==> src/rtl/motor_cmd_deframer.sv <==
// rtl/motor_cmd_deframer.sv - deframes UART bytes into atomic per-motor speed commands
//
// Frame: SYNC_BYTE, NUM_CH payload bytes (channel 0 first), 8-bit additive checksum.
// Ports:
//   clk        system clock
//   rst_n      synchronous active-low reset
//   rx_data    received byte
//   rx_valid   one-cycle strobe, rx_data valid
//   cmd_out    channel k speed in bits [8k+7:8k], registered
//   cmd_update one-cycle pulse, cmd_out just loaded from a valid frame
//   frame_err  one-cycle pulse, checksum mismatch
//   gap_err    one-cycle pulse, frame aborted by inter-byte timeout
//   link_ok    high while a valid frame has committed within STALE_CYC cycles
module motor_cmd_deframer #(
    parameter int         NUM_CH    = 4,
    parameter logic [7:0] SYNC_BYTE = 8'hA5,
    parameter int         GAP_CYC   = 50000,
    parameter int         STALE_CYC = 5000000
) (
    input  logic                  clk,
    input  logic                  rst_n,
    input  logic [7:0]            rx_data,
    input  logic                  rx_valid,
    output logic [8*NUM_CH-1:0]   cmd_out,
    output logic                  cmd_update,
    output logic                  frame_err,
    output logic                  gap_err,
    output logic                  link_ok
);

    localparam int IDX_W   = (NUM_CH > 1) ? $clog2(NUM_CH) : 1;
    localparam int GAP_W   = $clog2(GAP_CYC + 1);
    localparam int STALE_W = $clog2(STALE_CYC + 1);

    localparam logic [IDX_W-1:0]   LAST_IDX  = IDX_W'(NUM_CH - 1);
    // Counters fire one count early so the abort lands in the cycle the
    // limit is reached and the outcome is visible the following cycle.
    localparam logic [GAP_W-1:0]   GAP_LIM   = GAP_W'(GAP_CYC - 1);
    localparam logic [STALE_W-1:0] STALE_LIM = STALE_W'(STALE_CYC - 1);
    localparam logic [STALE_W-1:0] STALE_MAX = STALE_W'(STALE_CYC);

    typedef enum logic [1:0] {
        HUNT    = 2'd0,
        PAYLOAD = 2'd1,
        CHECK   = 2'd2
    } state_t;

    state_t               state;
    logic [IDX_W-1:0]     idx;
    logic [7:0]           sum;
    logic [8*NUM_CH-1:0]  shadow;
    logic [GAP_W-1:0]     gap_cnt;
    logic [STALE_W-1:0]   stale_cnt;
    logic                 armed;
    logic                 commit;

    // Checksum byte accepted and matching in this cycle.
    assign commit = (state == CHECK) && rx_valid && (rx_data == sum);

    always_ff @(posedge clk) begin
        if (!rst_n) begin
            state      <= HUNT;
            idx        <= '0;
            sum        <= '0;
            shadow     <= '0;
            gap_cnt    <= '0;
            stale_cnt  <= '0;
            armed      <= 1'b0;
            cmd_out    <= '0;
            cmd_update <= 1'b0;
            frame_err  <= 1'b0;
            gap_err    <= 1'b0;
            link_ok    <= 1'b0;
        end else begin
            cmd_update <= 1'b0;
            frame_err  <= 1'b0;
            gap_err    <= 1'b0;

            case (state)
                HUNT: begin
                    gap_cnt <= '0;
                    if (rx_valid && (rx_data == SYNC_BYTE)) begin
                        state <= PAYLOAD;
                        idx   <= '0;
                        sum   <= '0;
                    end
                end

                PAYLOAD: begin
                    if (rx_valid) begin
                        // SYNC_BYTE is ordinary data here; no resync inside a frame.
                        for (int k = 0; k < NUM_CH; k++) begin
                            if (idx == IDX_W'(k)) begin
                                shadow[8*k +: 8] <= rx_data;
                            end
                        end
                        sum     <= sum + rx_data;
                        gap_cnt <= '0;
                        if (idx == LAST_IDX) begin
                            state <= CHECK;
                        end else begin
                            idx <= idx + IDX_W'(1);
                        end
                    end else if (gap_cnt == GAP_LIM) begin
                        gap_err <= 1'b1;
                        gap_cnt <= '0;
                        state   <= HUNT;
                    end else begin
                        gap_cnt <= gap_cnt + GAP_W'(1);
                    end
                end

                CHECK: begin
                    if (rx_valid) begin
                        gap_cnt <= '0;
                        state   <= HUNT;
                        if (commit) begin
                            cmd_out    <= shadow;
                            cmd_update <= 1'b1;
                            link_ok    <= 1'b1;
                        end else begin
                            frame_err <= 1'b1;
                        end
                    end else if (gap_cnt == GAP_LIM) begin
                        gap_err <= 1'b1;
                        gap_cnt <= '0;
                        state   <= HUNT;
                    end else begin
                        gap_cnt <= gap_cnt + GAP_W'(1);
                    end
                end

                default: begin
                    state   <= HUNT;
                    gap_cnt <= '0;
                end
            endcase

            // Stale-link watchdog: idle until the first commit, then counts
            // cycles since the last commit and zeroes the outputs once.
            // A commit in the threshold cycle takes the first branch and wins.
            if (commit) begin
                stale_cnt <= '0;
                armed     <= 1'b1;
            end else if (armed && (stale_cnt != STALE_MAX)) begin
                stale_cnt <= stale_cnt + STALE_W'(1);
                if (stale_cnt == STALE_LIM) begin
                    cmd_out <= '0;
                    link_ok <= 1'b0;
                end
            end
        end
    end

endmodule

==> config.mk <==
export PLATFORM = sky130hd
export DESIGN_NAME = motor_cmd_deframer
export DESIGN_NICKNAME = d
export VERILOG_FILES = /design/src/rtl/motor_cmd_deframer.sv
export SDC_FILE = /design/constraint.sdc
export NUM_CORES = 1
export LEC_CHECK = 0
export ABC_AREA = 1
export CAP_MARGIN = 20
export CORE_MARGIN = 2
export CORE_UTILIZATION = 40
export DETAILED_ROUTE_END_ITERATION = 16
export PLACE_DENSITY = 0.57
export SKIP_CTS_REPAIR_TIMING = 1
export SLEW_MARGIN = 20
export SYNTH_ARGS = -nofsm -noshare
export SYNTH_HDL_FRONTEND = slang
export SYNTH_SLANG_ARGS = --single-unit
==> constraint.sdc <==
create_clock -name clk -period 3.1 [get_ports clk]
set_input_delay 0.465 -clock clk [delete_from_list [all_inputs] [get_ports clk]]
set_output_delay 0.465 -clock clk [all_outputs]
set_load 0.1 [all_outputs]
; Word level (Yosys, flattened, before mapping)
; Cells that the tools add are included.
; Widths: inputs -> output; s select.
[op_classes]
n_addsub = 4
eq_ne = 14
mux = 28
bitwise_logic = 2
reduce_logical = 19
[op_table]
columns = cell, n
row1 = $mux 32, 6
row2 = $add 23x1->23 const B, 1
row3 = $eq 23x23->1 const B, 1
row4 = $ne 23x23->1 const B, 1
row5 = $reduce_and 3->1, 6
row6 = $add 16x1->16 const B, 1
row7 = $eq 16x16->1 const B, 1
row8 = $mux 2, 8
row9 = $mux 8, 2
row10 = $pmux 8 s2, 1
row11 = $mux 1, 9
row12 = $add 8x8->8, 1
row13 = $eq 8x8->1, 1
row14 = $eq 8x8->1 const B, 1
row15 = $eq 2x2->1 const B, 3
row16 = $ne 2x2->1 const B, 3
row17 = $pmux 2 s3, 1
row18 = $eq 2x1->1 const B, 2
row19 = $logic_and 1x1->1, 4
row20 = $logic_not 2->1, 2
row21 = $pmux 2 s2, 1
row22 = $reduce_and 4->1, 1
row23 = $reduce_or 2->1, 2
row24 = $reduce_or 4->1, 1
row25 = 6 further kinds, 7
[word_totals]
output_inout_bits = 36
word_cells = 82
reg_bits = 120
inputBits = 11

; Depth between registers and ports, before layout
; Gate-level depths: netlist of run 1.
[logic_depth]
depth_word = 9
depth_mapped = 10
depth_no_buf = 10

; Least setup slack after synthesis of run 1
; No wires, ideal clock.
[synth_path]
path_type = input to register
startpoint = input port rx_data[3]
endpoint = register cmd_out[10]
setup_time_ns = 0.118
path_slack_ns = 1.238
required_ns = 2.982
arrival_ns = 1.744
path_stages = 8
n_path_buf = 2
cell_sequence = ha_1 > or2_0 > nor3_2 > nand2_2 > buf_6 > buf_4 > o211ai_1 > nor2_1
[synth_between]
elab_chain_len = 8
[synth_rtl]
columns = item, line
row1 = start: declaration, 22  ; input logic [7:0] rx_data,
row2 = $eq 8x8->1 *, 58  ; assign commit = (state == CHECK) && rx_valid && (rx_data == sum);
row3 = $logic_and 1x1->1 *, 58
row4 = $mux 32, 117  ; if (commit) begin
row5 = $mux 32, 114  ; if (rx_valid) begin
row6 = $mux 32, 79  ; case (state)
row7 = $mux 32, 147  ; if (stale_cnt == STALE_LIM) begin
row8 = $mux 32, 145  ; end else if (armed && (stale_cnt != STALE_MAX)) begin
row9 = $mux 32 *, 142  ; if (commit) begin
row10 = end signal: assignment, 118  ; cmd_out <= shadow;
row11 = end: declaration, 24  ; output logic [8*NUM_CH-1:0] cmd_out,
; Every way passes the cells marked *; elsewhere a longest branch is shown, timed or not.
; A chain may end at the register's enable or synchronous reset.

; Worst setup path in the final report of run 1
[layout_path]
startpoint = input port rx_data[4]
endpoint = register cmd_out[9]
; The elaborated chain is that of the path after synthesis.

==> results of run 1 <==
through the flow:
step	cell area [um^2]	std cells	setup slack (ns)	hold slack, ns
floorplan	6000	874	1.24	0.418
global placement	6500	1081	0.501	0.435
detailed placement	6500	1081	0.492	0.447
global route	7120	1113	0.735	0.475
finish	7120	1113	0.876	0.449
CTS	7120	1113	0.917	0.460
logic make-up (layout without fill, tap and decap cells):
family                     Yosys count  in the layout  share of synthesized area [%]
xor gates and xnor gates            19             19                           2.77
buffers and inverters              129            184                           9.14
DFF                                120            120                           40.1
AOI/OAI and AO/OA                  118            118                           11.3
adders and majority gates           19             19                           4.09
and+or+nand+nor                    469            469                           32.7
worst min path at each step:
stage | end | depth (start not counted)
floorplan | gap_cnt[0]$_SDFF_PP0_ | 1
global placement | gap_cnt[0]$_SDFF_PP0_ | 1
detailed placement | gap_cnt[0]$_SDFF_PP0_ | 1
CTS | gap_cnt[0]$_SDFF_PP0_ | 1
global route | shadow[27]$_SDFFE_PN0P_ | 2
finish | gap_cnt[0]$_SDFF_PP0_ | 1
report_power, final:
group          switching [uW]  internal (uW)
Clock                     776           1350
Sequential               15.6           1560
Combinational             178           83.3
Total                     970           3000
layout make-up:
class	instances	area [um^2]	share of cell area [%]
Inverter	93	349	4.90
Clock inverter	14	196	2.76
Clock buffer	18	429	6.03
Tap cell	184	230	3.23
Sequential cell	120	2400	33.7
Timing Repair Buffer	59	468	6.57
Multi-Input combinational cell	625	3050	42.8
flip-flops by register name, indices dropped and copies added (netlist names):
| register | cells |
|---|---|
| shadow | 32 |
| link_ok | 1 |
| armed | 1 |
| sum | 8 |
| cmd_out | 32 |
| stale_cnt | 23 |
| cmd_update | 1 |
| gap_cnt | 16 |
| frame_err | 1 |
| gap_err | 1 |
| state | 2 |
| idx | 2 |
cell usage after synthesis (6+ instances only):
master	n
ha_1	18
a21oi_1	79
clkbuf_1	15
o211ai_1	32
nor3_1	11
inv_1	89
nand4_1	7
xor2_1	15
buf_4	6
nand3_1	73
buf_2	9
dfxtp_1	120
nor2_1	120
nand2_1	239
per-layer routing:
metal | vias up | wire length (um) | GRT usage, %
li1 | 2893 | - | -
met1 | 2368 | 7350 | 27.1
met2 | 109 | 6470 | 29.0
met3 | 23 | 689 | 4.13
met4 | 0 | 230 | 6.98
met5 | - | 0 | 0
worst max-delay path: cells and delay by family:
kind	cells	cell delay [ns]
and+or+nand+nor	5	0.41
buffers and inverters	3	1.08
adders and majority gates	1	0.41
AOI/OAI and AO/OA	1	0.11
==> out/metrics.cfg, run 1 <==
[outcome]
outcome=completed

[clocking]
cts_tree=yes
cts_root_buf=clkbuf_16
clock_latency_ns=0.43
htree_levels=4
cts_buffer_depth=2
cts.sinks=120
clk_pin_slew_ns=0.05
numCtsBuffers=17

[floorplanning]
dieArea_um2=16000
initial_utilization_pct=41.1
fp.dieH_um=126
core_area_um2=14600
boundaryPins=47
row_count=44
die_x_um=126

[logic_synthesis]
syn_inst=874
synth_top_area_share_pct=40.1
synth_ff_type=dfxtp_1
synthArstFlopShare_pct=0
netlist-cell-type-count=33
synthTopCellsByArea=dfxtp_1, nand2_1, nor2_1, a21oi_1, nand3_1
netlist_area_um2=6000
post-synth-top-area-cell=dfxtp_1
synth.yosys.seq_area_share_pct=40.1
syn_area_per_cell_um2=6.86
yosysWarnings=0
syn-num-nets=904
synth_edf_count=0
yosys_register_bits=120

[pwr]
p_leak_uw=0.00283
power_per_cell_area_nw_per_um2=557
finalPower_uw=3970
ir_worst_vdd_mv=0.395

[final_layout]
final_cell_mix=nand2_1, nor2_1, dfxtp_1
nNetsFinal=946
final_common_cell=nand2_1
n_antenna_cell=0
layout-drive-gt1-share_pct=10.4
fin_util_pct=48.8
syn2layout_area_growth_pct=18.8
final.fill_count=1485

[global_routing]
grt_pass1_wl_mm=24.7
grt_pass1_vias=4873
antenna_found_initial=0
grtUsageTotal_pct=19.2
grt_overflow=0
grt_max_degree=68

[setup_path]
regToRegSetupSlack_ns=0.94
rr_worst_depth=7
cp_cell_sequence=clkdlybuf4s50_1, ha_1, inv_1, nand2_1, nor3_2, nand2_2, buf_4, nand2_1, o211ai_1, nor2_1
cp_slowest_stage_delay_ns=0.51
worst-setup-path-type=input port to register
worstReg2RegEnd=cmd_out[27]$_SDFF_PN0_
cp.required_ns=3.40
crit_start=rx_data[4]
timing.rr.start=stale_cnt[0]$_SDFFE_PP0N_
crit_path_top_delay_cell=buf_4
startpoint_type=input port
critPathMaxFanout=67
crit_arrival_ns=2.52
crit_path_frequent_cell=nand2_1
endpoint_kind=register
crit_end=cmd_out[9]$_SDFF_PN0_

[min_path]
hp-start=gap_cnt[0]$_SDFF_PP0_
hold_path_class=register to register

[drt]
drtIter0Drc=314
antenna_left=0
wl_mm=14.7
via_per_inst=4.85
wl_per_cell_um=13.2
vias=5393
firstDrtPassIters=4
remaining_drc_errors=0

[placed_design]
numPortBuffers=46
place.gp.congestion=0.860
hpwlAfterDp_mm=9.95

[timing]
skew_ns=0.00908
worstMarginPinSlew_ns=0.825
report.final.slew_viol_count=0
hold_violations=0
fin_crit_sh_pct=71.7
setup_viol_count_final=0
timing.final.crit_period_ns=2.22
slew_headroom_pct=44.9
fmax_ghz=0.450
fin_tns_setup_ns=0
rsz0062_at_grt=no

[job]
max_cap_violations=0

(Power assumes the default switching activity.)
==> run 2, diff against run 1 <==
clock period = 2.1 ns   (was 3.1 ns; I/O delays follow)
==> run 2 against run 1 <==
Effect of this change:
- total power up 40%
- design area increased by 3.3%
- die area unchanged
- cell count increased by 3.0%
- largest power group unchanged
==> out/metrics.cfg, run 2 (same netlist as run 1, synthesis figures left out) <==
[outcome]
outcome=completed  ; unchanged

[final_layout]
layout-drive-gt1-share_pct=13.6  ; was 10.4%
final_cell_mix=nand2_1, nor2_1, dfxtp_1  ; unchanged
n_antenna_cell=0  ; unchanged
reg_top3=cmd_out (32), shadow (32), stale_cnt (23)  ; unchanged
final_cells=1146  ; was 1113
syn2layout_area_growth_pct=22.7  ; was 18.8%
final_common_cell=nand2_1  ; unchanged
fin_util_pct=50.4  ; was 48.8%
nNetsFinal=979  ; was 946

[drt]
antenna_left=0  ; unchanged
firstDrtPassIters=5  ; was 4
drtIter0Drc=322  ; was 314
via_per_inst=4.86  ; was 4.85
wl_per_cell_um=13.1  ; was 13.2 um
top_layer=met4  ; unchanged
wl_met2_mm=6.67  ; was 6.47 mm
routedLengthMet1_mm=7.51  ; was 7.35 mm
wl_mm=15.0  ; was 14.7 mm
remaining_drc_errors=0  ; unchanged
vias=5573  ; was 5393
wl_met3_um=610  ; was 689 um

[global_routing]
grt_max_degree=68  ; unchanged
grt_overflow=0  ; unchanged
antenna_found_initial=0  ; unchanged
grt_pass1_wl_mm=24.9  ; was 24.7 mm
grt_pass1_vias=5035  ; was 4873
grtUsageTotal_pct=19.2  ; about the same

[pwr]
power_frac_clock_pct=50.5  ; was 53.7%
power_per_cell_area_nw_per_um2=756  ; was 557 nW/um^2
finalPower_uw=5560  ; was 3970 uW
internal_power_uw=4110  ; was 3000 uW
ir_worst_vdd_mv=0.537  ; was 0.395 mV
p_comb_share_pct=7.7  ; was 6.6%
switching_share_pct=26.0  ; was 24.5%
p_sw_uw=1450  ; was 970 uW
p_leak_uw=0.00297  ; was 0.00283 uW
seq_power_share_pct=41.9  ; was 39.8%

[setup_path]
startpoint_type=input port  ; unchanged
cp_num_buf_inv=3  ; unchanged
cp_cell_sequence=clkdlybuf4s50_1, ha_1, or2_0, nor3_2, nand2_2, buf_4, buf_12, o211ai_1, nor2_1  ; was clkdlybuf4s50_1, ha_1, inv_1, nand2_1, nor3_2, nand2_2, buf_4, nand2_1, o211ai_1, nor2_1
endpoint_kind=register  ; unchanged
crit_path_top_delay_cell=clkdlybuf4s50_1  ; was buf_4
critPathMaxFanout=67  ; unchanged
worst-setup-path-type=input port to register  ; unchanged
cp.required_ns=2.40  ; was 3.40 ns
cp_slowest_stage_delay_ns=0.45  ; was 0.51 ns
crit_arrival_ns=2.19  ; was 2.52 ns
critPathTopFamily=buffers and inverters  ; unchanged

[timing]
worstMarginPinSlew_ns=0.454  ; was 0.825 ns
slew_headroom_pct=69.7  ; was 44.9%
timing.final.crit_period_ns=1.90
holdWs_ns=0.440  ; was 0.449 ns
setup_viol_count_final=0  ; unchanged
report.final.slew_viol_count=0  ; unchanged
hold_violations=0  ; unchanged
rsz0062_at_grt=no  ; unchanged
skew_ns=0.00784  ; was 0.00908 ns
fin_tns_setup_ns=0  ; unchanged
fin_crit_sh_pct=90.4
fmax_ghz=0.527

[clocking]
clock_latency_ns=0.42  ; was 0.43 ns
htree_levels=4  ; unchanged
clk_pin_slew_ns=0.06  ; was 0.05 ns
cts.sinks=120  ; unchanged
cts_buffer_depth=2  ; unchanged
numCtsBuffers=17  ; unchanged
cts_root_buf=clkbuf_16  ; unchanged
cts_tree=yes  ; unchanged

[floorplanning]
dieArea_um2=16000  ; unchanged
row_count=44  ; unchanged
initial_utilization_pct=41.1  ; unchanged
boundaryPins=47  ; unchanged
die_x_um=126  ; unchanged
core_area_um2=14600  ; unchanged
fp.dieH_um=126  ; unchanged

[placed_design]
dpl.cell_count=1112  ; was 1081
numPortBuffers=46  ; unchanged
hpwlAfterDp_mm=10.7  ; was 9.95 mm
place.gp.congestion=0.842  ; was 0.860

[min_path]
hold_path_class=register to register  ; unchanged

[job]
max_cap_violations=0  ; unchanged

-- run 2: worst paths after layout --
check,depth (start not counted),to,start,slack (ns)
hold / removal,1,gap_cnt[0]$_SDFF_PP0_,gap_cnt[0]$_SDFF_PP0_,0.44
setup reg to reg,8,cmd_out[23]$_SDFF_PN0_,state[0]$_SDFFE_PN0P_,0.22
hold reg to reg,1,gap_cnt[0]$_SDFF_PP0_,gap_cnt[0]$_SDFF_PP0_,0.44
setup / recovery,9,cmd_out[23]$_SDFF_PN0_,rx_data[3],0.20
-- run 2: worst reg2reg max path: cells and delay by family, from the launching register on --
kind	cells	cell delay, ns
adders and majority gates	1	0.22
buffers and inverters	1	0.09
DFF	1	0.38
and+or+nand+nor	6	1.07
-- run 2: power groups by stage --
stage | Clock, uW | Combinational, uW | Sequential, uW
2_1_floorplan | 0 | 256 | 2370
3_3_place_gp | 0 | 426 | 2380
3_5_place_dp | 0 | 423 | 2380
4_1_cts | 2850 | 426 | 2330
5_1_grt | 2960 | 476 | 2330
6_report | 2810 | 426 | 2330
-- run 2: layout make-up --
cell class	count	area, um^2
timing repair buffer	91	746
clock buffer	17	425
sequential	120	2400
inverter	93	349
fill	1468	7230
multi-input combinational	626	3060
tap	184	230
clock inverter	15	146
-- run 2: metrics by stage --
step	cell area [um^2]	setup slack (ns)
after floorplan	6000	0.388
after global placement	6750	-0.320
after detailed placement	6750	-0.362
after CTS	7330	0.00141
after global routing	7360	0.0970
final	7360	0.202
-- run 2: metal layers --
layer | track usage (%) | vias to the layer above
met2 | 29.4 | 115
li1 | - | 2954
met4 | 7.11 | 0
met3 | 3.80 | 16
met5 | 0 | -
met1 | 26.8 | 2488
